$ cat config.mk
export PLATFORM = sky130hd
export DESIGN_NAME = tff_toggle_arbiter
export DESIGN_NICKNAME = d
export VERILOG_FILES = /design/src/rtl/tff_arb_pkg.sv /design/src/rtl/tff_cell.sv /design/src/rtl/tff_toggle_arbiter.sv
export SDC_FILE = /design/constraint.sdc
export NUM_CORES = 1
export LEC_CHECK = 0
export ABC_AREA = 1
export CAP_MARGIN = 20
export CORE_ASPECT_RATIO = 1.1
export CORE_UTILIZATION = 40
export DETAILED_ROUTE_END_ITERATION = 12
export PLACE_DENSITY_LB_ADDON = 0.1
export SYNTH_ARGS = -nofsm -noshare
export SYNTH_HDL_FRONTEND = slang
export SYNTH_HIERARCHICAL = 1
export SYNTH_SLANG_ARGS = --single-unit
$ cat constraint.sdc
create_clock -name clk -period 5.84 [get_ports clk]
set_input_delay 1.168 -clock clk [delete_from_list [all_inputs] [get_ports clk]]
set_output_delay 1.168 -clock clk [all_outputs]
set_load 0.03 [all_outputs]
$ cat src/rtl/tff_arb_pkg.sv
// Shared types and width helpers for the toggle-bank arbiter.
package tff_arb_pkg;

    // RUN: grants allowed; HOLD: freeze or clr currently asserted
    typedef enum logic {
        RUN  = 1'b0,
        HOLD = 1'b1
    } arb_state_e;

    // Width needed to index n items, never less than one bit
    function automatic int unsigned idx_w(input int unsigned n);
        return (n < 2) ? 1 : $clog2(n);
    endfunction

endpackage

$ cat src/rtl/tff_cell.sv
// One toggle flip-flop of the shared bank; clr wins over a toggle.
module tff_cell (
    input  logic clk,
    input  logic reset,
    input  logic t,
    input  logic clr,
    output logic q
);

    // Toggle state with synchronous reset and clear
    always_ff @(posedge clk) begin
        if (reset) begin
            q <= 1'b0;
        end else if (clr) begin
            q <= 1'b0;
        end else if (t) begin
            q <= ~q;
        end
    end

endmodule

$ cat src/rtl/tff_toggle_arbiter.sv
// Round-robin arbiter granting one toggle per clock into a shared bank of T flip-flops.
// Optional per-requester saturating grant counters: define TFF_ARB_STAT_EN.
module tff_toggle_arbiter
    import tff_arb_pkg::*;
#(
    parameter  int unsigned NREQ   = 4,
    parameter  int unsigned WIDTH  = 8,
    parameter  int unsigned STAT_W = 8,
    localparam int unsigned IDXW   = idx_w(WIDTH)
) (
    input  logic                   clk,
    input  logic                   reset,
    input  logic [NREQ-1:0]        req,
    input  logic [NREQ*IDXW-1:0]   idx,
    input  logic                   freeze,
    input  logic                   clr,
    output logic [NREQ-1:0]        gnt,
    output logic [WIDTH-1:0]       q,
`ifdef TFF_ARB_STAT_EN
    output logic                   busy,
    output logic [NREQ*STAT_W-1:0] gnt_cnt
`else
    output logic                   busy
`endif
);

    localparam int unsigned PTRW = idx_w(NREQ);
    localparam int unsigned IBW  = idx_w(NREQ * IDXW);

    arb_state_e       state;
    arb_state_e       state_next;
    logic [PTRW-1:0]  ptr;
    logic [PTRW-1:0]  ptr_next;
    logic [NREQ-1:0]  gnt_next;
    logic             busy_next;

    logic             found;
    logic [PTRW-1:0]  win;
    logic [NREQ-1:0]  win_onehot;
    logic [IBW-1:0]   ibase;
    logic [IDXW-1:0]  win_idx;
    logic             grant_en;
    int unsigned      cand;

    // Rotating search from ptr; first pending requester wins
    always_comb begin
        found = 1'b0;
        win   = '0;
        cand  = 0;
        for (int unsigned k = 0; k < NREQ; k++) begin
            cand = 32'(ptr) + k;
            if (cand >= NREQ) begin
                cand = cand - NREQ;
            end
            if (!found && req[PTRW'(cand)]) begin
                found = 1'b1;
                win   = PTRW'(cand);
            end
        end
    end

    assign win_onehot = found ? (NREQ'(1) << win) : '0;
    assign ibase      = IBW'(win) * IBW'(IDXW);
    assign win_idx    = idx[ibase +: IDXW];
    assign grant_en   = found & ~freeze & ~clr;

    // Bank of toggle cells; an out-of-range index matches no cell
    for (genvar i = 0; i < WIDTH; i++) begin : g_cell
        tff_cell u_cell (
            .clk   (clk),
            .reset (reset),
            .t     (grant_en && (win_idx == IDXW'(i))),
            .clr   (clr),
            .q     (q[i])
        );
    end

    // Next-state and next-output logic; clr dominates freeze dominates grant
    always_comb begin
        state_next = state;
        gnt_next   = '0;
        busy_next  = 1'b0;
        ptr_next   = ptr;

        case (state)
            RUN:     if (clr || freeze) state_next = HOLD;
            HOLD:    if (!clr && !freeze) state_next = RUN;
            default: state_next = RUN;
        endcase

        if (clr) begin
            busy_next = 1'b0;
        end else if (freeze) begin
            busy_next = |req;
        end else begin
            gnt_next  = win_onehot;
            busy_next = |(req & ~win_onehot);
            if (found) begin
                ptr_next = (win == PTRW'(NREQ - 1)) ? '0 : PTRW'(win + 1'b1);
            end
        end
    end

    // State, pointer and registered outputs
    always_ff @(posedge clk) begin
        if (reset) begin
            state <= RUN;
            ptr   <= '0;
            gnt   <= '0;
            busy  <= 1'b0;
        end else begin
            state <= state_next;
            ptr   <= ptr_next;
            gnt   <= gnt_next;
            busy  <= busy_next;
        end
    end

`ifdef TFF_ARB_STAT_EN
    logic [STAT_W-1:0] cnt [NREQ];

    // Saturating grant counters, cleared only by reset
    always_ff @(posedge clk) begin
        if (reset) begin
            for (int unsigned r = 0; r < NREQ; r++) begin
                cnt[r] <= '0;
            end
        end else begin
            for (int unsigned r = 0; r < NREQ; r++) begin
                if (gnt_next[r] && (cnt[r] != '1)) begin
                    cnt[r] <= cnt[r] + 1'b1;
                end
            end
        end
    end

    for (genvar r = 0; r < NREQ; r++) begin : g_cnt
        assign gnt_cnt[r*STAT_W +: STAT_W] = cnt[r];
    end
`endif

endmodule

==> impl_metrics.toml, run 1 <==
[status]
outcome = "finished clean"

[worst_setup_path]
setup.worst_path.class = "in -> reg"
critPathSlowestCell = "sky130_fd_sc_hd__clkdlybuf4s50_1"
crit_path_max_incr_delay_ns = 0.52
startpoint_type_of_the_worst_setup_path = "input port"
critical-path-top-delay-family = "simple AND/OR/NAND/NOR gates"
critPathBufInv = 3
required_time_at_the_endpoint_of_the_critical_path_ns = 6.01
cp_max_fo = 14
timing.critical_path.to_type = "register"
cp.arrival_ns = 3.44
crit_chain = "clkdlybuf4s50_1 -> inv_1 -> nand2_2 -> nand3_1 -> nand2_2 -> a21oi_1 -> nand2_1 -> nand2_2 -> inv_1 -> ha_1 -> nand2_1 -> a221oi_1 -> a21oi_1"
crit_top_cell = "sky130_fd_sc_hd__nand2_2"

[route]
drt.antenna.violating_nets = 0
viasPerCell = 4.76
drt_first_pass_iters = 4
route.detailed.drc = 0
wl_um = 2610
detailedRoute.firstIterationViolations = 29
dr_total_vias = 1285
wl_per_cell_um = 9.68

[floorplanning]
placementRows = 20
floorplan.io_pins = 33
design.core.area_mm2 = 0.00283
die_wd_um = 54.4
die_height_um = 59.7
floorplan_die_area_mm2 = 0.00325
start_util_pct = 42.7

[logic_synthesis]
synth_sequential_area_ratio_pct = 24.8
synth.yosys.warnings = 6
synthDistinctLibCells = 24
count_of_mapped_cells_out_of_synthesis = 205
synth.net_count = 229
synth-seq-cells = 15
netlist_area_mm2 = 0.00121
syn_area_per_cell_um2 = 5.90

[cells_and_area]
post_layout_nonfiller_instances = 270
final_net_count = 262
area_delta_synth_final_pct = 28.8
antenna_cells_inserted = 0
filler_cell_count = 305
layout-drive-gt1-share_pct = 11.4

[timing]
final.setup.tns_ns = 0
post-route-min-period_ns = 3.26
slew_violations = 0
tightest_slew_ns = 0.436
slew_headroom_pct = 70.9
setup_viol_count_final = 0
clock_skew_ns = 0.00493
timing_hold_violations_final = 0
final_min_period_over_clock_period_pct = 55.9
grt_setup_unrepaired = "false"
timing.fmax_mhz = 307

[grt]
maximum_number_of_pins_on_one_net_before_global_route_repair = 15
grt_util_all_layers_pct = 18.2
globalRoute.totalOverflow = 0
first_global_vias = 1108
antenna_found_initial = 0
grt_pass1_wl_um = 4410

[clock_network]
htree_levels = 1
cts.root.buffer_cell = "sky130_fd_sc_hd__clkbuf_4"
clock_sinks = 15
clk_transition_reported_paths_ns = 0.09
postCtsSetupBuffers = 0
insertion_delay_of_the_later_clocked_pin_in_the_worst_skew_pair_ns = 0.29
tritoncts = "done"
post_cts.resized_instances = 0
clock_buffer_count_from_cts = 3
bufs_on_longest_clock_path = 2
post_cts_hold_buffer_count = 0

[placement]
numPortBuffers = 32
detailedPlacementHpwl_um = 2090
placedCellCount = 266
finalWeightedCongestion = 0.812

[hold_path]
hold_path.class = "reg -> reg"

[pwr]
cellPowerDensity_mw_per_mm2 = 219
power_leakage_nw = 0.716
worst_supply_voltage_drop_on_vdd_mv = 0.196

[job]
max_cap_viol_count = 0
## state kept, by name, summed over array words and instances, names as in the netlist
signal           count
busy                 1
g_cell.u_cell/q      8
gnt                  4
ptr                  2
## power by group
group	total, mW	switching [mW]	leakage [nW]	internal (mW)
sequential	0.112	0.00471	0.122	0.107
combinational	0.169	0.108	0.576	0.0617
clock	0.0603	0.0349	0.0177	0.0255
## cell usage in the layout, fill, tap and decap left out, types with 2 or more instances in the layout
cell	count
sky130_fd_sc_hd__dfxtp_1	15
sky130_fd_sc_hd__nand2_2	8
sky130_fd_sc_hd__a21oi_1	3
sky130_fd_sc_hd__nand2_1	70
sky130_fd_sc_hd__ha_1	4
sky130_fd_sc_hd__nand3_1	24
sky130_fd_sc_hd__o21ai_0	2
sky130_fd_sc_hd__nor2_1	33
sky130_fd_sc_hd__clkbuf_4	3
sky130_fd_sc_hd__nand3b_1	3
sky130_fd_sc_hd__clkdlybuf4s50_1	32
sky130_fd_sc_hd__nand3_2	2
sky130_fd_sc_hd__inv_1	17
sky130_fd_sc_hd__nor2_2	8
sky130_fd_sc_hd__inv_2	3
## routing by layer
| metal | share of wire (%) | vias to the layer above | global-route usage, % | wire length, µm |
|---|---|---|---|---|
| met4 | 0.46 | 0 | 3.30 | 12 |
| met3 | 5.2 | 2 | 5.09 | 135 |
| li1 | - | 704 | - | - |
| met1 | 46 | 549 | 21.9 | 1210 |
| met5 | 0 | - | 0 | 0 |
| met2 | 48 | 30 | 31.7 | 1260 |
## cells by family after synthesis
group,synth area share (%)
fa+ha+maj,4.14
compound gates,4.87
simple gates,56.5
flops,24.8
buf+inv,9.63
## worst reg2reg max path: stages, from the launching register on
cell                       delay (ns)
sky130_fd_sc_hd__dfxtp_1         0.60
sky130_fd_sc_hd__inv_2           0.16
sky130_fd_sc_hd__nand2_1         0.09
sky130_fd_sc_hd__nand2_1         0.10
sky130_fd_sc_hd__nand2_1         0.10
sky130_fd_sc_hd__nand2_2         0.06
sky130_fd_sc_hd__nor2_4          0.10
sky130_fd_sc_hd__nand3_2         0.09
sky130_fd_sc_hd__nand2_2         0.18
sky130_fd_sc_hd__nand2_2         0.20
sky130_fd_sc_hd__inv_1           0.14
sky130_fd_sc_hd__ha_1            0.16
sky130_fd_sc_hd__nand2_1         0.07
sky130_fd_sc_hd__a221oi_1        0.33
sky130_fd_sc_hd__a21oi_1         0.11
## synthesized netlist by cell type
| cell | instances | share of area [%] |
|---|---|---|
| sky130_fd_sc_hd__a211oi_1 | 1 | 0.62 |
| sky130_fd_sc_hd__a21oi_1 | 3 | 1.2 |
| sky130_fd_sc_hd__a221oi_1 | 1 | 0.72 |
| sky130_fd_sc_hd__a31oi_1 | 1 | 0.52 |
| sky130_fd_sc_hd__buf_4 | 1 | 0.62 |
| sky130_fd_sc_hd__buf_6 | 3 | 2.8 |
| sky130_fd_sc_hd__dfxtp_1 | 15 | 25 |
| sky130_fd_sc_hd__ha_1 | 4 | 4.1 |
| sky130_fd_sc_hd__inv_1 | 17 | 5.3 |
| sky130_fd_sc_hd__inv_2 | 3 | 0.93 |
| sky130_fd_sc_hd__nand2_1 | 70 | 22 |
| sky130_fd_sc_hd__nand2_2 | 8 | 4.1 |
| sky130_fd_sc_hd__nand2_4 | 1 | 0.93 |
| sky130_fd_sc_hd__nand3_1 | 24 | 9.9 |
| sky130_fd_sc_hd__nand3_2 | 2 | 1.7 |
| sky130_fd_sc_hd__nand3b_1 | 3 | 1.9 |
| sky130_fd_sc_hd__nand4_1 | 1 | 0.52 |
| sky130_fd_sc_hd__nor2_1 | 33 | 10 |
| sky130_fd_sc_hd__nor2_2 | 8 | 4.1 |
| sky130_fd_sc_hd__nor2_4 | 1 | 0.93 |
| sky130_fd_sc_hd__nor3_1 | 1 | 0.41 |
| sky130_fd_sc_hd__o21ai_0 | 2 | 0.83 |
| sky130_fd_sc_hd__o21ai_1 | 1 | 0.41 |
| sky130_fd_sc_hd__o22ai_1 | 1 | 0.52 |
## cell type report
type                    count  area (µm²)  share of cell area, %
multi-input cells         166         792                   50.9
repair buffers             32         320                   20.6
flip-flops and latches     15         300                   19.3
inverters                  20        75.1                   4.82
well taps                  33        41.3                   2.65
clock buffers               3        22.5                   1.45
clock inverters             1        5.00                  0.322
## path summary, 6_finish.rpt
check,from,to,slack (ns),cells after the start
setup / recovery,req[1],busy,2.58,13
hold / removal,g_cell[4].u_cell/q,g_cell[4].u_cell/q,0.53,2
setup reg to reg,ptr[0],busy,3.25,14
hold reg to reg,g_cell[4].u_cell/q,g_cell[4].u_cell/q,0.53,2
## per-stage QoR
stage          cell area (µm²)  total power [mW]  hold slack (ns)  utilization [%]  setup slack (ns)
5_1_grt                   1560             0.372            0.558             55.0              2.32
6_report                  1560             0.341            0.529             55.0              2.58
3_3_place_gp              1530             0.284            0.505             54.1              2.29
2_1_floorplan             1210             0.246            0.536                -              3.15
4_1_cts                   1560             0.344            0.539             55.0              2.58
3_5_place_dp              1530             0.284            0.511             54.1              2.26
Note: power is estimated with default switching activity, not from simulation.
==> run 2, diff against run 1 <==
- clock period: 5.84 -> 3.05 ns (I/O delays scaled with it)
==> run 2 against run 1 <==
Against the previous run: worst hold slack worse by 0.0077 ns; sequential share of layout area decreased by 0.18 points; critical endpoint is now g_cell[3].u_cell/q; non-clock buffer count is 2 higher; sequential power increased by 91%.
==> impl_metrics.toml, run 2 (synthesized netlist as in run 1, its figures left out) <==
[clock_network]
htree_levels = 1
post_cts.resized_instances = 0
postCtsSetupBuffers = 0
cts.root.buffer_cell = "sky130_fd_sc_hd__clkbuf_4"
clock_buffer_count_from_cts = 3
bufs_on_longest_clock_path = 2
tritoncts = "done"
insertion_delay_of_the_later_clocked_pin_in_the_worst_skew_pair_ns = 0.28
clock_sinks = 15
clk_transition_reported_paths_ns = 0.09
post_cts_hold_buffer_count = 0

[floorplanning]
start_util_pct = 42.7
design.core.area_mm2 = 0.00283
floorplan.io_pins = 33
die_wd_um = 54.4
floorplan_die_area_mm2 = 0.00325
placementRows = 20
die_height_um = 59.7

[route]
detailedRoute.firstIterationViolations = 21
route.detailed.drc = 0
viasPerCell = 4.81
drt_first_pass_iters = 4
drt.antenna.violating_nets = 0
dr_total_vias = 1308
wl_um = 2670
wl_per_cell_um = 9.80

[worst_setup_path]
timing.critical_path.to_type = "register"
crit_chain = "clkdlybuf4s50_1 -> inv_1 -> nand2_1 -> nand3_1 -> nand2_2 -> nor2_1 -> nor2_1 -> nand2_2 -> nand2_2 -> nand2_1 -> nand2_1 -> nand2_1 -> nand2_1 -> nand2_1 -> nor2_1 -> nand2_1 -> nand2_1 -> nor2_2"
critical-path-top-delay-family = "simple AND/OR/NAND/NOR gates"
startpoint_type_of_the_worst_setup_path = "input port"
cp.arrival_ns = 2.69
setup_slack_on_the_worst_flop_to_flop_path_ns = 0.65
required_time_at_the_endpoint_of_the_critical_path_ns = 3.24
critPathBufInv = 2
crit_path_max_incr_delay_ns = 0.52
critPathSlowestCell = "sky130_fd_sc_hd__clkdlybuf4s50_1"
worst_r2r_endpoint = "g_cell[3].u_cell/q"
r2r.worst_path.cells = 17
setup.worst_path.class = "in -> reg"
rr_startpoint = "ptr[0]"
cp_max_fo = 14
crit_top_cell = "sky130_fd_sc_hd__nand2_1"

[cells_and_area]
utilization_pct = 55.6
area_delta_synth_final_pct = 30.0
final_net_count = 264
layout_commonest_cell = "sky130_fd_sc_hd__nand2_1"
area_of_the_multi_input_gates_um2 = 792
antenna_cells_inserted = 0
layout-drive-gt1-share_pct = 12.1
area_taken_by_flip_flops_and_latches_um2 = 300
final_area_mm2 = 0.00157
largest_register = "g_cell.u_cell/q"
filler_cell_count = 288
largest_registers = "g_cell.u_cell/q (8), gnt (4), ptr (2)"
mostFrequentLayoutCells = "70 x sky130_fd_sc_hd__nand2_1, 33 x sky130_fd_sc_hd__nor2_1, 32 x sky130_fd_sc_hd__clkdlybuf4s50_1, 24 x sky130_fd_sc_hd__nand3_1, 17 x sky130_fd_sc_hd__inv_1"
largest_register_ffs = 8

[grt]
grt_pass1_wl_um = 4380
maximum_number_of_pins_on_one_net_before_global_route_repair = 15
grt_util_all_layers_pct = 18.1
antenna_found_initial = 0
first_global_vias = 1071
globalRoute.totalOverflow = 0

[timing]
tightest_slew_ns = 0.428
final.setup.tns_ns = 0
slew_headroom_pct = 71.4
post-route-min-period_ns = 2.50
slew_violations = 0
clock_skew_ns = 0.00352
final_min_period_over_clock_period_pct = 82.1
timing_hold_violations_final = 0
final.hold.worst_slack_ns = 0.522
setup_viol_count_final = 0
timing.fmax_mhz = 399
grt_setup_unrepaired = "false"

[status]
outcome = "finished clean"

[hold_path]
min_delay_path_depth = 2
hold_path.class = "reg -> reg"
hold_path.startpoint = "g_cell[5].u_cell/q"
worst_hold_endpoint = "g_cell[5].u_cell/q"

[pwr]
power_leakage_nw = 0.725
cellPowerDensity_mw_per_mm2 = 422
worst_supply_voltage_drop_on_vdd_mv = 0.294

[job]
max_cap_viol_count = 0

[placement]
numPortBuffers = 32
detailedPlacementHpwl_um = 2060
placement.cell_area_mm2 = 0.00154
finalWeightedCongestion = 0.807
[run 2: through the flow]
step / setup WS (ns) / total power, mW / cells
after global placement: 0.258 / 0.551 / 268
after global routing: 0.286 / 0.718 / 272
final: 0.545 / 0.663 / 272
after CTS: 0.556 / 0.665 / 272
after detailed placement: 0.259 / 0.550 / 268
after floorplan: 0.921 / 0.471 / 205
[run 2: worst max path at each step]
stage                      start            endpoint  slack, ns  cells past startpoint
final                     req[0]  g_cell[3].u_cell/q       0.55                     18
after global routing      req[1]  g_cell[7].u_cell/q       0.29                     16
after CTS                 req[1]  g_cell[3].u_cell/q       0.56                     17
after floorplan           req[3]                busy       0.92                     14
after global placement    req[0]  g_cell[5].u_cell/q       0.26                     16
after detailed placement  req[1]                busy       0.26                     14
[run 2: routing by layer]
layer  global-route usage [%]  vias to the layer above  wire length (µm)
met5                        0                        -                 0
met4                     4.76                        0                44
met3                     5.60                        4               153
met2                     28.9                       38              1230
met1                     23.1                      551              1240
li1                         -                      715                 -
[run 2: final cells by class]
type                    instances  share of cell area (%)
multi-input cells             166                    50.4
repair buffers                 34                    21.3
flip-flops and latches         15                    19.1
inverters                      20                    4.78
well taps                      33                    2.63
clock buffers                   3                    1.43
clock inverters                 1                   0.318
[run 2: worst min-delay path: stages (launching register included)]
cell and delay [ns]:
sky130_fd_sc_hd__dfxtp_1 0.35, sky130_fd_sc_hd__nor2_1 0.06, sky130_fd_sc_hd__nor2_2 0.08
[run 2: power breakdown]
| group | switching [mW] | internal [mW] | total (mW) |
|---|---|---|---|
| combinational | 0.210 | 0.123 | 0.334 |
| sequential | 0.00914 | 0.205 | 0.214 |
| clock | 0.0667 | 0.0487 | 0.115 |
| total | 0.286 | 0.377 | 0.663 |
